## config.mk

```make
export PLATFORM = sky130hd
export DESIGN_NAME = child_dispatch
export DESIGN_NICKNAME = d
export VERILOG_FILES = /design/src/rtl/child_dispatch_pkg.sv /design/src/rtl/cmd_fifo.sv /design/src/rtl/child_dispatch.sv
export SDC_FILE = /design/constraint.sdc
export NUM_CORES = 2
export LEC_CHECK = 0
export CORE_AREA = 2 2 431 433
export DETAILED_ROUTE_END_ITERATION = 8
export DIE_AREA = 0 0 433 435
export GPL_ROUTABILITY_DRIVEN = 1
export SLEW_MARGIN = 20
export SYNTH_ARGS = -nofsm -noshare
export SYNTH_HDL_FRONTEND = slang
export SYNTH_SLANG_ARGS = --single-unit
```

## constraint.sdc

```tcl
create_clock -name Clk -period 8.8 [get_ports Clk]
set_input_delay 1.32 -clock Clk [delete_from_list [all_inputs] [get_ports Clk]]
set_output_delay 1.32 -clock Clk [all_outputs]
set_load 0.03 [all_outputs]
```

## src/rtl/child_dispatch_pkg.sv

```systemverilog
// rtl/child_dispatch_pkg.sv - shared multicore constants and dispatch FSM encoding
package child_dispatch_pkg;

    localparam int         NUM_CORES  = 31;
    localparam logic [4:0] BCAST_ADDR = 5'd31;
    localparam int         MBOX_W     = 32;

    typedef enum logic [1:0] {
        S_IDLE  = 2'd0,
        S_UNI   = 2'd1,
        S_BCAST = 2'd2
    } dispatch_state_e;

endpackage

```

## src/rtl/cmd_fifo.sv

```systemverilog
// rtl/cmd_fifo.sv - synchronous command FIFO with first-word-fall-through head
module cmd_fifo #(
    parameter int WIDTH = 37,
    parameter int DEPTH = 4
) (
    input  logic             clk,
    input  logic             rst_n,
    input  logic             push,
    input  logic [WIDTH-1:0] push_data,
    input  logic             pop,
    output logic             full,
    output logic             empty,
    output logic [WIDTH-1:0] head
);

    localparam int PW = $clog2(DEPTH);

    logic [WIDTH-1:0] mem [DEPTH];
    logic [PW-1:0]    wr_ptr;
    logic [PW-1:0]    rd_ptr;
    logic [PW:0]      count;
    logic             push_ok;
    logic             pop_ok;

    assign full    = (count == (PW+1)'(DEPTH));
    assign empty   = (count == '0);
    assign push_ok = push && !full;
    assign pop_ok  = pop && !empty;
    assign head    = mem[rd_ptr];

    // Pointers wrap naturally because DEPTH is a power of two.
    always_ff @(posedge clk or negedge rst_n) begin
        if (!rst_n) begin
            wr_ptr <= '0;
            rd_ptr <= '0;
            count  <= '0;
        end else begin
            if (push_ok) wr_ptr <= wr_ptr + 1'b1;
            if (pop_ok)  rd_ptr <= rd_ptr + 1'b1;
            case ({push_ok, pop_ok})
                2'b10:   count <= count + 1'b1;
                2'b01:   count <= count - 1'b1;
                default: count <= count;
            endcase
        end
    end

    always_ff @(posedge clk) begin
        if (push_ok) mem[wr_ptr] <= push_data;
    end

endmodule

```

## src/rtl/child_dispatch.sv

```systemverilog
// rtl/child_dispatch.sv - parent-to-child command scatter into per-child mailboxes
module child_dispatch #(
    parameter int NUM_CORES  = child_dispatch_pkg::NUM_CORES,
    parameter int DATA_W     = child_dispatch_pkg::MBOX_W,
    parameter int FIFO_DEPTH = 4
) (
    input  logic                        Clk,
    input  logic                        Reset,
    input  logic                        par_wr_en,
    input  logic [4:0]                  par_wr_addr,
    input  logic [DATA_W-1:0]           par_wr_data,
    output logic                        par_full,
    output logic                        par_all_taken,
    output logic [7:0]                  drop_count,
    output logic [NUM_CORES*DATA_W-1:0] child_data,
    output logic [NUM_CORES-1:0]        child_valid,
    input  logic [NUM_CORES-1:0]        child_ack
);

    import child_dispatch_pkg::*;

    localparam int CMD_W = 5 + DATA_W;

    dispatch_state_e     state;
    logic                addr_ok;
    logic                push;
    logic                pop;
    logic                drop;
    logic                fifo_empty;
    logic [CMD_W-1:0]    fifo_head;
    logic [4:0]          head_addr;
    logic [DATA_W-1:0]   head_data;
    logic                head_free;
    logic                any_valid;
    logic [NUM_CORES-1:0] load_vec;
    logic [DATA_W-1:0]   mbox [NUM_CORES];

    assign addr_ok = (par_wr_addr == BCAST_ADDR) || (32'(par_wr_addr) < NUM_CORES);
    assign push    = par_wr_en && !par_full && addr_ok;
    assign drop    = par_wr_en && (par_full || !addr_ok);

    cmd_fifo #(
        .WIDTH (CMD_W),
        .DEPTH (FIFO_DEPTH)
    ) u_cmd_fifo (
        .clk       (Clk),
        .rst_n     (Reset),
        .push      (push),
        .push_data ({par_wr_addr, par_wr_data}),
        .pop       (pop),
        .full      (par_full),
        .empty     (fifo_empty),
        .head      (fifo_head)
    );

    assign head_addr     = fifo_head[CMD_W-1 -: 5];
    assign head_data     = fifo_head[DATA_W-1:0];
    assign any_valid     = |child_valid;
    assign par_all_taken = fifo_empty && !any_valid;

    // The FIFO already holds registered state, so the dispatch state is a
    // pure decode of its head; this keeps write-to-valid at two cycles.
    always_comb begin
        state = S_IDLE;
        if (!fifo_empty) begin
            state = (head_addr == BCAST_ADDR) ? S_BCAST : S_UNI;
        end
    end

    always_comb begin
        head_free = 1'b0;
        for (int i = 0; i < NUM_CORES; i++) begin
            if (head_addr == 5'(i)) head_free = !child_valid[i];
        end
    end

    always_comb begin
        pop      = 1'b0;
        load_vec = '0;
        case (state)
            S_UNI: begin
                if (head_free) begin
                    pop = 1'b1;
                    for (int i = 0; i < NUM_CORES; i++) begin
                        load_vec[i] = (head_addr == 5'(i));
                    end
                end
            end
            S_BCAST: begin
                if (!any_valid) begin
                    pop      = 1'b1;
                    load_vec = '1;
                end
            end
            default: begin
                pop      = 1'b0;
                load_vec = '0;
            end
        endcase
    end

    // Loads only target empty mailboxes, so load and ack never collide.
    always_ff @(posedge Clk or negedge Reset) begin
        if (!Reset) begin
            child_valid <= '0;
            for (int i = 0; i < NUM_CORES; i++) mbox[i] <= '0;
        end else begin
            for (int i = 0; i < NUM_CORES; i++) begin
                if (load_vec[i]) begin
                    child_valid[i] <= 1'b1;
                    mbox[i]        <= head_data;
                end else if (child_ack[i]) begin
                    child_valid[i] <= 1'b0;
                end
            end
        end
    end

    always_ff @(posedge Clk or negedge Reset) begin
        if (!Reset) begin
            drop_count <= '0;
        end else if (drop && (drop_count != 8'hFF)) begin
            drop_count <= drop_count + 8'd1;
        end
    end

    for (genvar g = 0; g < NUM_CORES; g++) begin : g_flat
        assign child_data[g*DATA_W +: DATA_W] = mbox[g];
    end

endmodule

```

**Yosys cells after proc, flatten, opt, wreduce, memory -nomap -nowiden**

Memory sizes are Yosys's and may differ from the RTL's.
Index checks and enable logic that the tools add are counted.

- Add/subtract/negate cells: 5
- Magnitude comparators: 1
- Eq/ne operators: 38
- Mux-type cells: 104
- Reductions and logical operators: 79

Operators with widths:

| cell | count |
|---|---|
| $mux W1 | 97 |
| $eq A5 B5 Y1 const B | 17 |
| $reduce_bool A2 Y1 | 32 |
| $mux W31 | 2 |
| $pmux W31 S2 | 1 |
| $eq A5 B4 Y1 const B | 8 |
| $logic_not A1 Y1 | 35 |
| $reduce_or A31 Y1 | 1 |
| $eq A5 B3 Y1 const B | 4 |
| $eq A5 B2 Y1 const B | 2 |
| $add A8 B1 Y8 const B | 1 |
| $ne A8 B8 Y1 const B | 1 |
| $logic_and A1 B1 Y1 | 7 |
| $pmux W3 S2 | 1 |
| $eq A5 B1 Y1 const B | 1 |
| $logic_not A5 Y1 | 1 |
| $lt A5 B5 Y1 const B | 1 |
| $add A2 B1 Y2 const B | 2 |
| $eq A2 B1 Y1 const B | 2 |
| $eq A2 B2 Y1 const B | 2 |
| $mux W2 | 2 |
| $add A3 B1 Y3 const B | 1 |
| $eq A3 B3 Y1 const B | 1 |
| $logic_not A3 Y1 | 1 |
| 3 further kinds | 4 |

- Register bits: 1038
- Bits in writable memories: 148
- Input port bits: 71
- Output and inout bits: 1033
- Word-level logic and storage cells: 294
- Memories: 1

Memory list:

| memory | depth | width | rd ports | clocked after memory_dff | write ports | line | source |
|---|---|---|---|---|---|---|---|
| u_cmd_fifo.mem | 4 | 37 | 1 | 0 | 1 | cmd_fifo.sv:18 | `logic [WIDTH-1:0] mem [DEPTH];` |

**Depth between registers and ports, before layout**

An unclocked memory read counts as a cell.

- Depth in word-level cells: 38
- Gate-level depth with buffers: 19

**Modules after synthesis**

Synthesis repeated with hierarchy kept, for this count alone.

- Cells, all modules: 2707
- Area, all modules: 46872.5 um^2

Modules (own cells, without submodules):

| module | instances | cells each | area each (um^2) |
|---|---|---|---|
| child_dispatch | 1 | 2477 | 41116.9 |
| cmd_fifo | 1 | 230 | 5755.5 |

**Least setup slack after synthesis**

OpenSTA, ideal clock, no wires.

- Path kind: reg2reg
- Start: register u_cmd_fifo.rd_ptr[0]
- End: register u_cmd_fifo.count[2]
- Setup time: 125 ps
- Data arrival time: 3904 ps
- Path slack: 4770 ps
- Stages on the path, launching flop included: 19
- Path buffers: 4
- Clock period less this slack: 4030 ps
- Path through: dfrtp_1 -> buf_6 -> buf_6 -> mux4_2 -> or3b_1 -> buf_2 -> o22ai_1 -> o221ai_1 -> or3_4 -> o211a_4 -> buf_6 -> nor2_1 -> inv_1 -> ha_1 -> inv_1 -> fa_1 -> xor2_1 -> nor2_1 -> xor2_1

- Cells in the longest elaborated chain, start to end: 38

RTL lines:

| item | line | source |
|---|---|---|
| start: declaration | cmd_fifo.sv:20 | `logic [PW-1:0] rd_ptr;` |
| start signal: assignment | cmd_fifo.sv:39 | `if (pop_ok) rd_ptr <= rd_ptr + 1'b1;` |
| $mem_v2 Z4 W37 * | n/a |  |
| $logic_not A5 Y1 | child_dispatch.sv:73 | `if (head_addr == 5'(i)) head_free = !child_valid[i];` |
| $mux W1 (31 in series) | child_dispatch.sv:73 |  |
| $mux W1 | child_dispatch.sv:82 | `if (head_free) begin` |
| $pmux W1 S2 * | child_dispatch.sv:80 | `case (state)` |
| $logic_and A1 B1 Y1 * | cmd_fifo.sv:28 | `assign pop_ok = pop && !empty;` |
| net u_cmd_fifo.pop_ok | cmd_fifo.sv:23 | `logic pop_ok;` |
| $eq A2 B1 Y1 or $eq A2 B2 Y1 (tied branches) | cmd_fifo.sv:40 | `case ({push_ok, pop_ok})` |
| $pmux W3 S2 or $reduce_bool A2 Y1 (tied branches) | n/a |  |
| end signal: assignment | cmd_fifo.sv:41 | `2'b10: count <= count + 1'b1;` |
| end signal: assignment | cmd_fifo.sv:42 | `2'b01: count <= count - 1'b1;` |
| end signal: assignment | cmd_fifo.sv:43 | `default: count <= count;` |
| end: declaration | cmd_fifo.sv:21 | `logic [PW:0] count;` |

Mark *: on every way through the listed nets, which the timed path passes. The rest lies on a longest branch.
A chain may end at the register's enable or synchronous reset.

**Worst setup path after layout**

- Start: register u_cmd_fifo.rd_ptr[0]
- End: register mbox, in the netlist child_data[656]

- Cells in the longest elaborated chain, start to end: 35

RTL lines:

| item | line | source |
|---|---|---|
| $mem_v2 Z4 W37 * | n/a |  |
| $logic_not A5 Y1 | child_dispatch.sv:73 |  |
| $mux W1 (31 in series) | child_dispatch.sv:73 |  |
| $mux W31 | child_dispatch.sv:82 |  |
| $pmux W31 S2 | child_dispatch.sv:80 |  |
| end signal: indexed assignment | child_dispatch.sv:111 | `mbox[i] <= head_data;` |
| end: declaration | child_dispatch.sv:36 | `logic [DATA_W-1:0] mbox [NUM_CORES];` |

Every way passes the cells marked *; elsewhere a longest branch is shown, timed or not.

==> results.py <==
metrics = {
    "floorplanning": {
        "io_pins": 1104,
        "core_area_sq_mm": 0.184,
        "die_w_um": 433,
        "die_h_um": 435,
        "initial_core_util": 0.248,
        "die-area_sq_mm": 0.188,
        "rows": 158,
    },
    "global_routing": {
        "grt_start_max_net_pins": 151,
        "grt_use_total": 0.186,
        "antenna_found_initial": 37,
        "grt_pass1_wl_mm": 245,
        "overflow": 0,
        "grt_pass1_vias": 29600,
    },
    "routing": {
        "wl_per_cell_um": 27.4,
        "drt_wl_total_mm": 178,
        "drt_iter0_drc": 1653,
        "drc_errors": 0,
        "first_pass_iters": 5,
        "vias": 28500,
        "vias_per_cell": 4.40,
        "ant_nets": 0,
    },
    "outcome": {
        "status": "complete, no violations",
    },
    "synth": {
        "netlist.area_leader.share": 0.569,
        "synth_most_common_cell": "dfrtp_1",
        "synth_area_leaders": "dfrtp_1 57%, mux2_2 23%, edfxtp_1 9.7%",
        "ys_warn_count": 0,
        "synth.avg_cell_area_sq_um": 16.4,
        "ys.flop_type": "dfrtp_1",
        "synth_nets": 2863,
        "synth_edf_count": 148,
        "synth_cell_types": 59,
        "synthesis.area_sq_mm": 0.0457,
        "ys_ff_latch": 1186,
        "ys_seq_area_frac": 0.666,
        "async_flop_share": 0.875,
        "synthTopCellsByCount": "1038 x dfrtp_1, 919 x mux2_2, 148 x edfxtp_1",
        "synth_area_leader_cell": "dfrtp_1",
        "synthCells": 2785,
    },
    "cts": {
        "cts.clk_slew.worst_paths_ns": 0.06,
        "htreeDepth": 4,
        "cts_sinks": 1186,
        "ctsHoldBuffers": 0,
        "numCtsBuffers": 139,
        "worst_skew_pair.late_latency_ns": 0.79,
        "cts_setup_buffers": 0,
        "cts_buffer_depth": 3,
        "cts_tree": "built",
        "cts-root-buf": "clkbuf_16",
        "cts_resized": 0,
    },
    "sta": {
        "finalSetupTns_ns": 0,
        "min_period_over_period": 0.653,
        "slew_violations": 0,
        "rsz0062_at_grt": "false",
        "clock_skew_ns": 0.0331,
        "hold_viol": 0,
        "setup_viol": 0,
        "max_slew_margin": 0.275,
        "min_period_ns": 5.75,
        "worst_pin_slew_ns": 1.08,
        "max_freq_mhz": 174,
    },
    "final_layout": {
        "final_cells": 6479,
        "drive_above_1_share": 0.322,
        "area_growth_pct": 40.0,
        "nets": 3951,
        "multiInputGateArea_sq_mm": 0.0139,
        "final_cell_area_sq_mm": 0.0639,
        "fillers": 17900,
        "regArea_sq_mm": 0.0304,
    },
    "critical_path": {
        "cp.required_ns": 9.47,
        "cp-startpoint": "u_cmd_fifo.rd_ptr[0]",
        "crit_type": "flip-flop to flip-flop",
        "critPathLaunchType": "flip-flop",
        "rrSetupSlack_ns": 3.05,
        "crit_arrival_ns": 6.42,
        "path_max_fanout": 40,
        "cp_slowest_cell": "dfrtp_4",
        "crit_chain": "mux4_2 -> nor2b_1 -> a21oi_1 -> or4_1 -> a211o_1 -> o211a_4 -> o21ai_4 -> buf_4 -> mux2_2",
        "r2r_start": "u_cmd_fifo.rd_ptr[0]",
        "slowest_delay_ns": 0.95,
        "endpoint_kind": "flip-flop",
    },
    "place": {
        "io_buffers": 1103,
        "dpl-instance-area_sq_mm": 0.0592,
        "dp_hpwl_mm": 122,
        "placed_cells": 6212,
        "gp_congestion": 0.821,
    },
    "worst_hold_path": {
        "min_from": "child_data[989]",
        "min_path_type": "flip-flop to flip-flop",
    },
    "power": {
        "p_per_area_mw_per_mm2": 501,
        "p_leak_nw": 27.1,
        "ir_drop_v": 0.000268,
        "total_power_w": 0.0320,
    },
    "job": {
        "drv_cap": 0,
    },
}
placed cells by master (no fill, tap or decap), types with 15 or more instances in the layout:
cell             instances
o21ai_4                 15
mux2_2                 919
edfxtp_1               148
clkdlybuf4s50_1       1102
clkbuf_8                26
clkinv_2                20
dfrtp_1               1036
buf_4                   61
nand2_1                118
o21ai_0                 46
mux2_1                  43
inv_1                   44
mux4_2                  37
clkbuf_1                31
clkbuf_16              141
sequential cells by signal, indices dropped and copies added (netlist names):
| signal | count |
|---|---|
| child_data | 992 |
| child_valid | 31 |
| drop_count | 8 |
| u_cmd_fifo.count | 3 |
| u_cmd_fifo.mem | 148 |
| u_cmd_fifo.rd_ptr | 2 |
| u_cmd_fifo.wr_ptr | 2 |
cell families (layout without fill, tap and decap cells):
| logic type | count (synthesis) | count (layout) | share of synthesized area |
|---|---|---|---|
| AND/OR/NAND/NOR | 194 | 194 | 0.0193 |
| XOR/XNOR | 13 | 13 | 0.00249 |
| other | 0 | 14 | 0 |
| adder cells (fa/ha/maj) | 7 | 7 | 0.00208 |
| buffers and inverters | 267 | 1467 | 0.0324 |
| flip-flops | 1186 | 1186 | 0.666 |
| AO/OA/AOI/OAI | 113 | 113 | 0.0208 |
| multiplexers | 1005 | 1005 | 0.257 |
metal layers:
layer  share of wire  vias to the layer above  track usage
met3           0.059                      297       0.0466
met5         0.00073                        -            0
met2            0.49                      965        0.313
met4           0.038                       20       0.0728
li1                -                    12100            -
met1            0.41                    15100        0.227
worst max-delay path: cells and delay by family, from the launching register on:
| kind | cells | cell delay, ns |
|---|---|---|
| AOI/OAI and AO/OA | 4 | 1.75 |
| buffers and inverters | 1 | 0.47 |
| and+or+nand+nor | 2 | 1.25 |
| muxes | 2 | 1.14 |
| DFF | 1 | 0.95 |
where the power goes:
group	internal, W	switching [W]	total (W)
combinational	0.00652	0.0103	0.0169
sequential	0.00797	0.00135	0.00932
clock	0.00342	0.00246	0.00587
cell type report:
class	instances	share of cell area
sequential	1186	0.476
clock buffer	198	0.0626
multi-input combinational	1332	0.217
timing repair buffer	1170	0.182
tap	2480	0.0485
antenna	14	0.000548
clock inverter	55	0.0108
inverter	44	0.00258
final timing paths:
path	end	cells after the start
min reg2reg	child_data[989]	2
max reg2reg	child_data[656]	9
max	child_data[656]	9
min	child_data[989]	2
max in group asynchronous	child_data[248]	3
min in group asynchronous	child_data[546]	1
per-stage QoR:
| stage | hold WS, ns | utilization | setup WS, ns |
|---|---|---|---|
| after floorplan | 0.448 | - | 4.77 |
| after CTS | 0.462 | 0.347 | 2.87 |
| after global routing | 0.495 | 0.347 | 2.66 |
| final | 0.472 | 0.347 | 3.05 |
| after global placement | 0.460 | 0.322 | 2.93 |
| after detailed placement | 0.463 | 0.322 | 2.89 |
Note: power is estimated with default switching activity, not from simulation.
